[src/rtl/fetch_unit_if.sv]
// Fetch-stage bus: ROM address/data, decode valid/ready output, redirect and halt controls.
// The master side is the fetch unit; the slave side is the ROM plus decode/branch logic.
interface fetch_unit_if #(
    parameter int ADDR_W = 4,
    parameter int DATA_W = 49
);
    logic [ADDR_W-1:0] rom_addr;
    logic [DATA_W-1:0] rom_data;
    logic [DATA_W-1:0] instr;
    logic [ADDR_W-1:0] instr_pc;
    logic              instr_valid;
    logic              instr_ready;
    logic              redirect_en;
    logic [ADDR_W-1:0] redirect_addr;
    logic              halt_req;
    logic              halted;

    modport master (
        output rom_addr,
        input  rom_data,
        output instr,
        output instr_pc,
        output instr_valid,
        input  instr_ready,
        input  redirect_en,
        input  redirect_addr,
        input  halt_req,
        output halted
    );

    modport slave (
        input  rom_addr,
        output rom_data,
        input  instr,
        input  instr_pc,
        input  instr_valid,
        output instr_ready,
        output redirect_en,
        output redirect_addr,
        input  halt_req,
        input  halted
    );
endinterface

[src/rtl/fetch_unit.sv]
// Fetch stage: owns the PC, hides the ROM's 1-cycle read, 2 edges reset-to-first-valid, 1 instr/cycle.
// Stalls hold every register and re-read the pending address; redirect overrides stall and halt.
module fetch_unit #(
    parameter int ADDR_W   = 4,
    parameter int DATA_W   = 49,
    parameter int RESET_PC = 0
) (
    input logic          clka,
    input logic          rst,
    fetch_unit_if.master bus
);
    localparam logic [ADDR_W-1:0] RST_PC = ADDR_W'(RESET_PC);

    typedef enum logic {RUN, HALT} state_t;

    state_t            state;
    logic [ADDR_W-1:0] pc;
    logic              pend_valid;
    logic [ADDR_W-1:0] pend_pc;
    logic [DATA_W-1:0] instr;
    logic [ADDR_W-1:0] instr_pc;
    logic              instr_valid;
    logic              halted;
    logic              advance;

    assign advance = !instr_valid || bus.instr_ready;

    // A stalled cycle re-reads pend_pc so rom_data still matches it when the stall releases.
    always_comb begin
        bus.rom_addr = advance ? pc : pend_pc;
        if (rst)
            bus.rom_addr = RST_PC;
        else if (bus.redirect_en)
            bus.rom_addr = bus.redirect_addr;
    end

    always_ff @(posedge clka) begin
        if (rst) begin
            state       <= RUN;
            pc          <= RST_PC;
            pend_valid  <= 1'b0;
            pend_pc     <= RST_PC;
            instr       <= '0;
            instr_pc    <= '0;
            instr_valid <= 1'b0;
            halted      <= 1'b0;
        end else if (bus.redirect_en) begin
            // Output word and in-flight read both belong to the abandoned path.
            state       <= RUN;
            halted      <= 1'b0;
            instr_valid <= 1'b0;
            pend_valid  <= 1'b1;
            pend_pc     <= bus.redirect_addr;
            pc          <= bus.redirect_addr + 1'b1;
        end else if (advance) begin
            if (state == HALT) begin
                instr_valid <= 1'b0;
            end else begin
                if (pend_valid) begin
                    instr       <= bus.rom_data;
                    instr_pc    <= pend_pc;
                    instr_valid <= 1'b1;
                end else begin
                    instr_valid <= 1'b0;
                end
                if (bus.halt_req) begin
                    pend_valid <= 1'b0;
                    state      <= HALT;
                    halted     <= 1'b1;
                end else begin
                    pend_valid <= 1'b1;
                    pend_pc    <= pc;
                    pc         <= pc + 1'b1;
                end
            end
        end
    end

    assign bus.instr       = instr;
    assign bus.instr_pc    = instr_pc;
    assign bus.instr_valid = instr_valid;
    assign bus.halted      = halted;
endmodule

[src/flat_wrapper.sv]
// flat-port wrapper written by rule: the top's interface ports become plain ports
module fetch_unit_flat 
#(
    parameter int ADDR_W   = 4,
    parameter int DATA_W   = 49,
    parameter int RESET_PC = 0
)
  (clka, rst, bus_rom_addr, bus_rom_data, bus_instr, bus_instr_pc, bus_instr_valid, bus_instr_ready, bus_redirect_en, bus_redirect_addr, bus_halt_req, bus_halted);
  fetch_unit_if #(.ADDR_W(ADDR_W), .DATA_W(DATA_W)) bus_i ();
  input logic clka;
  input logic rst;
  output wire logic [$bits(bus_i.rom_addr)-1:0] bus_rom_addr;
  input wire logic [$bits(bus_i.rom_data)-1:0] bus_rom_data;
  output wire logic [$bits(bus_i.instr)-1:0] bus_instr;
  output wire logic [$bits(bus_i.instr_pc)-1:0] bus_instr_pc;
  output wire logic [$bits(bus_i.instr_valid)-1:0] bus_instr_valid;
  input wire logic [$bits(bus_i.instr_ready)-1:0] bus_instr_ready;
  input wire logic [$bits(bus_i.redirect_en)-1:0] bus_redirect_en;
  input wire logic [$bits(bus_i.redirect_addr)-1:0] bus_redirect_addr;
  input wire logic [$bits(bus_i.halt_req)-1:0] bus_halt_req;
  output wire logic [$bits(bus_i.halted)-1:0] bus_halted;
  assign bus_rom_addr = bus_i.rom_addr;
  assign bus_i.rom_data = bus_rom_data;
  assign bus_instr = bus_i.instr;
  assign bus_instr_pc = bus_i.instr_pc;
  assign bus_instr_valid = bus_i.instr_valid;
  assign bus_i.instr_ready = bus_instr_ready;
  assign bus_i.redirect_en = bus_redirect_en;
  assign bus_i.redirect_addr = bus_redirect_addr;
  assign bus_i.halt_req = bus_halt_req;
  assign bus_halted = bus_i.halted;
  fetch_unit #(.ADDR_W(ADDR_W), .DATA_W(DATA_W), .RESET_PC(RESET_PC)) u_core (.clka(clka), .rst(rst), .bus(bus_i));
endmodule
[config.mk]
export PLATFORM = sky130hd
export DESIGN_NAME = fetch_unit_flat
export DESIGN_NICKNAME = d
export VERILOG_FILES = /design/src/rtl/fetch_unit_if.sv /design/src/rtl/fetch_unit.sv /design/src/flat_wrapper.sv
export SDC_FILE = /design/constraint.sdc
export NUM_CORES = 1
export LEC_CHECK = 0
export CELL_PAD_IN_SITES_DETAIL_PLACEMENT = 1
export CELL_PAD_IN_SITES_GLOBAL_PLACEMENT = 2
export CORE_ASPECT_RATIO = 0.9
export CORE_MARGIN = 8
export CORE_UTILIZATION = 24
export CTS_CLUSTER_DIAMETER = 30
export DETAILED_ROUTE_END_ITERATION = 10
export GPL_TIMING_DRIVEN = 1
export HOLD_SLACK_MARGIN = 0.1
export PLACE_DENSITY_LB_ADDON = 0.1
export SETUP_SLACK_MARGIN = 0.4
export SLEW_MARGIN = 5
export SYNTH_ARGS = -nofsm -noshare
export SYNTH_HDL_FRONTEND = slang
export SYNTH_SLANG_ARGS = --single-unit
[constraint.sdc]
create_clock -name clka -period 2.21 [get_ports clka]
set_input_delay 0.442 -clock clka [delete_from_list [all_inputs] [get_ports clka]]
set_output_delay 0.442 -clock clka [all_outputs]
set_load 0.02 [all_outputs]
==> flow_summary_export.csv <==
group,metric,value,unit
outcome,outcome,"finished, final reports clean",
timing,rsz0062_at_grt,"yes",
timing,setup-tns-final,0,ns
place,port_buffers,116,
die,die-area,0.0143,mm²
global_routing,grt_pass1_vias,2666,
final_layout,finish.net_count,491,
timing,maxSlewHeadroom,72.1,%
yosys,synthesis.area,0.00257,mm²
clock_network,clk_transition_reported_paths,0.05,ns
timing,timing.clock.skew,0.00362,ns
global_routing,grt_usage,12.3,%
yosys,ys_async_rst_share,0,%
timing,timing.final.ws_setup,0.349,ns
clock_network,post_cts_hold_buffer_count,0,
place,routabilityCongestion,0.766,
yosys,yosysTopAreaCell,"sky130_fd_sc_hd__dfxtp_1",
clock_network,worstSkewPairLatency,0.33,ns
worst_setup_path,worstPathBufferInverterCount,1,
place,dp_worst_setup_slack,-0.342,ns
worst_setup_path,timing.critical_path.required,1.77,ns
final_layout,n_antenna_cell,0,
yosys,post_synth_main_area_contributors,"sky130_fd_sc_hd__dfxtp_1, sky130_fd_sc_hd__nand2_1, sky130_fd_sc_hd__a21oi_1",
drt,detail_route.vias_per_cell,4.35,
worst_setup_path,timing.critical_path.slowest_stage_cell,"sky130_fd_sc_hd__dfxtp_2",
timing,hold_violations,0,
global_routing,grt_pass1_wl,13.9,mm
power,ir_drop,0.000283,V
drt,wl_per_cell,15.2,µm
drt,total_routed_length,8.67,mm
clock_network,cts.path.max_buffers,2,
drt,first_iter_violations,111,
timing,final-max-slew-violation-count,0,
yosys,count_of_different_cell_masters_after_synthesis,32,
clock_network,number_of_buffers_created_by_cts,9,
global_routing,initial_antenna_violation_count,0,
worst_setup_path,nature_of_the_critical_path_startpoint,"register",
clock_network,tritoncts_num_sinks,65,
timing,setup_viol_count_final,0,
run,drv_cap,0,
final_layout,final_layout_size_suffix_gt1_share,13.3,%
clock_network,root_buffer_selected_by_cts,"sky130_fd_sc_hd__clkbuf_16",
worst_setup_path,timing.critical_path.max_delay_family,"flip-flops",
worst_setup_path,cp_data_arrival_time,1.42,ns
worst_setup_path,critical_path.cell_chain,"nor2b_4 > mux2i_1 > o21a_1 > nor2_1 > buf_4",
yosys,post_synth.cell_area_avg,8.30,µm²
timing,worst_slew_pin_slew,0.419,ns
global_routing,grt_start_max_net_pins,54,
yosys,syn_inst,310,
drt,drtAntennaViolNets,0,
yosys,ys_seq_elements,65,
yosys,yosysWarnings,0,
yosys,synth.top_cell.area_share,50.6,%
timing,layout_min_cycle_time,1.86,ns
worst_hold_path,min-delay-path-class,"register to register",
worst_setup_path,worstPathMaxFanout,3,
die,die_w,125,µm
timing,period_share,84.2,%
die,initial_core_util,24.2,%
yosys,synth_fp_nets,369,
worst_setup_path,worst_setup_path_end_kind,"primary output",
final_layout,layout.core_utilization,39.6,%
die,std_cell_rows,36,
power,power_leakage,1.52,nW
drt,drt_first_pass_iters,4,
clock_network,htree_levels,3,
drt,via_count,2476,
place,detailedPlacementHpwl,6.03,mm
yosys,seq_area_frac_synth,50.6,%
worst_setup_path,critical_path_class,"register to primary output",
yosys,dominantRegCellSynth,"sky130_fd_sc_hd__dfxtp_1",
global_routing,global_route_overflow,0,
worst_setup_path,delay_of_the_slowest_critical_path_stage,0.34,ns
die,die-height,114,µm
final_layout,area_growth,63.7,%
yosys,synth_enable_flop_cells,0,
timing,achievable-frequency,537,MHz
place,dpl_cell_area,0.00383,mm²
drt,drt_drc_violations_left,0,
clock_network,tritoncts,"yes",
power,power-per-cell-area,766,mW/mm²
die,io_pins,117,
final_layout,finalInstanceArea,0.00421,mm²
die,core-area,0.0106,mm²
## Yosys cell counts, types with 2 or more instances
| library cell | instances |
|---|---|
| sky130_fd_sc_hd__a211oi_1 | 2 |
| sky130_fd_sc_hd__o21a_1 | 3 |
| sky130_fd_sc_hd__a21oi_1 | 50 |
| sky130_fd_sc_hd__nor2_1 | 9 |
| sky130_fd_sc_hd__buf_12 | 2 |
| sky130_fd_sc_hd__clkbuf_1 | 5 |
| sky130_fd_sc_hd__buf_2 | 7 |
| sky130_fd_sc_hd__mux2i_1 | 4 |
| sky130_fd_sc_hd__buf_8 | 5 |
| sky130_fd_sc_hd__inv_1 | 3 |
| sky130_fd_sc_hd__nand3_1 | 2 |
| sky130_fd_sc_hd__nor3_1 | 4 |
| sky130_fd_sc_hd__dfxtp_1 | 65 |
| sky130_fd_sc_hd__a21oi_2 | 11 |
| sky130_fd_sc_hd__xor2_1 | 2 |
| sky130_fd_sc_hd__o21ai_0 | 2 |
| sky130_fd_sc_hd__nand2_1 | 118 |
| sky130_fd_sc_hd__a31oi_1 | 2 |
## metrics by stage
stage | std cells | hold slack (ns) | power, W
after floorplan | 310 | 0.449 | 0.00152
after global placement | 549 | 0.441 | 0.00176
after detailed placement | 549 | 0.449 | 0.00177
after CTS | 568 | 0.457 | 0.00329
after global routing | 569 | 0.468 | 0.00336
final | 569 | 0.452 | 0.00322
## sequential cells by signal, indices dropped and copies added, names as in the netlist
signal                  cells
u_core.pend_pc              4
u_core.bus.instr_valid      1
u_core.bus.instr_pc         4
u_core.state                1
u_core.bus.halted           1
u_core.bus.instr           49
u_core.pc                   4
u_core.pend_valid           1
## metal layers
metal,share of wire (%),wire [µm],track usage (%)
met1,47,4060,14.4
met2,47,4060,20.1
met3,4.7,404,4.10
met4,1.6,142,5.35
met5,0,0,0
## cell usage in the layout, fill, tap and decap left out, types with 3 or more instances in the layout
cell / count
sky130_fd_sc_hd__nor3_1: 4
sky130_fd_sc_hd__nor2_1: 9
sky130_fd_sc_hd__dfxtp_1: 64
sky130_fd_sc_hd__buf_4: 12
sky130_fd_sc_hd__clkbuf_16: 9
sky130_fd_sc_hd__buf_6: 4
sky130_fd_sc_hd__clkdlybuf4s50_1: 107
sky130_fd_sc_hd__a21oi_2: 11
sky130_fd_sc_hd__clkbuf_8: 4
sky130_fd_sc_hd__a21oi_1: 50
sky130_fd_sc_hd__nand2_1: 117
sky130_fd_sc_hd__buf_12: 3
sky130_fd_sc_hd__o21a_1: 3
sky130_fd_sc_hd__mux2i_1: 3
## path summary, 6_finish.rpt
path	start	to	slack (ns)	cells past startpoint
min reg2reg	u_core.bus.instr[15]	u_core.bus.instr[15]	0.45	2
max	u_core.bus.instr_valid	bus_rom_addr[0]	0.35	5
min	u_core.bus.instr[15]	u_core.bus.instr[15]	0.45	2
max reg2reg	u_core.bus.instr_valid	u_core.bus.instr[2]	0.72	8
## cell families after synthesis
logic type,share of synthesized area [%]
AO/OA/AOI/OAI,17.3
XOR/XNOR,1.02
adder cells (fa/ha/maj),0.486
buffers and inverters,7.15
flip-flops,50.6
multiplexers,1.56
AND/OR/NAND/NOR,21.9
## cell type report
type / instances / area [µm²]
Fill cell: 1263 / 6420
Tap cell: 133 / 166
Sequential cell: 65 / 1300
Clock inverter: 2 / 35.0
Timing Repair Buffer: 131 / 1300
Inverter: 3 / 15.0
Multi-Input combinational cell: 222 / 1110
Clock buffer: 13 / 280
## where the power goes
group / switching (W) / internal, W / leakage [nW]
clock network: 0.000491 / 0.000987 / 0.158
registers: 0.0000353 / 0.00123 / 0.531
logic: 0.000233 / 0.000246 / 0.834
## worst register-to-register path, cell delays in order, from the launching register on
cell and delay, ns:
sky130_fd_sc_hd__dfxtp_2 0.32, sky130_fd_sc_hd__buf_6 0.12, sky130_fd_sc_hd__nand2b_4 0.07, sky130_fd_sc_hd__buf_6 0.10, sky130_fd_sc_hd__buf_4 0.15, sky130_fd_sc_hd__and4_4 0.27, sky130_fd_sc_hd__buf_12 0.19, sky130_fd_sc_hd__nand2_1 0.09
sky130_fd_sc_hd__a21oi_2 0.11
## timing repair
action                                  CTS  global route
endpoints found under the setup margin   59             4
buffers inserted                          4             1
pin swaps                                 4             1
gates resized for setup                  32             3
Power figures use the tool's default switching activity.
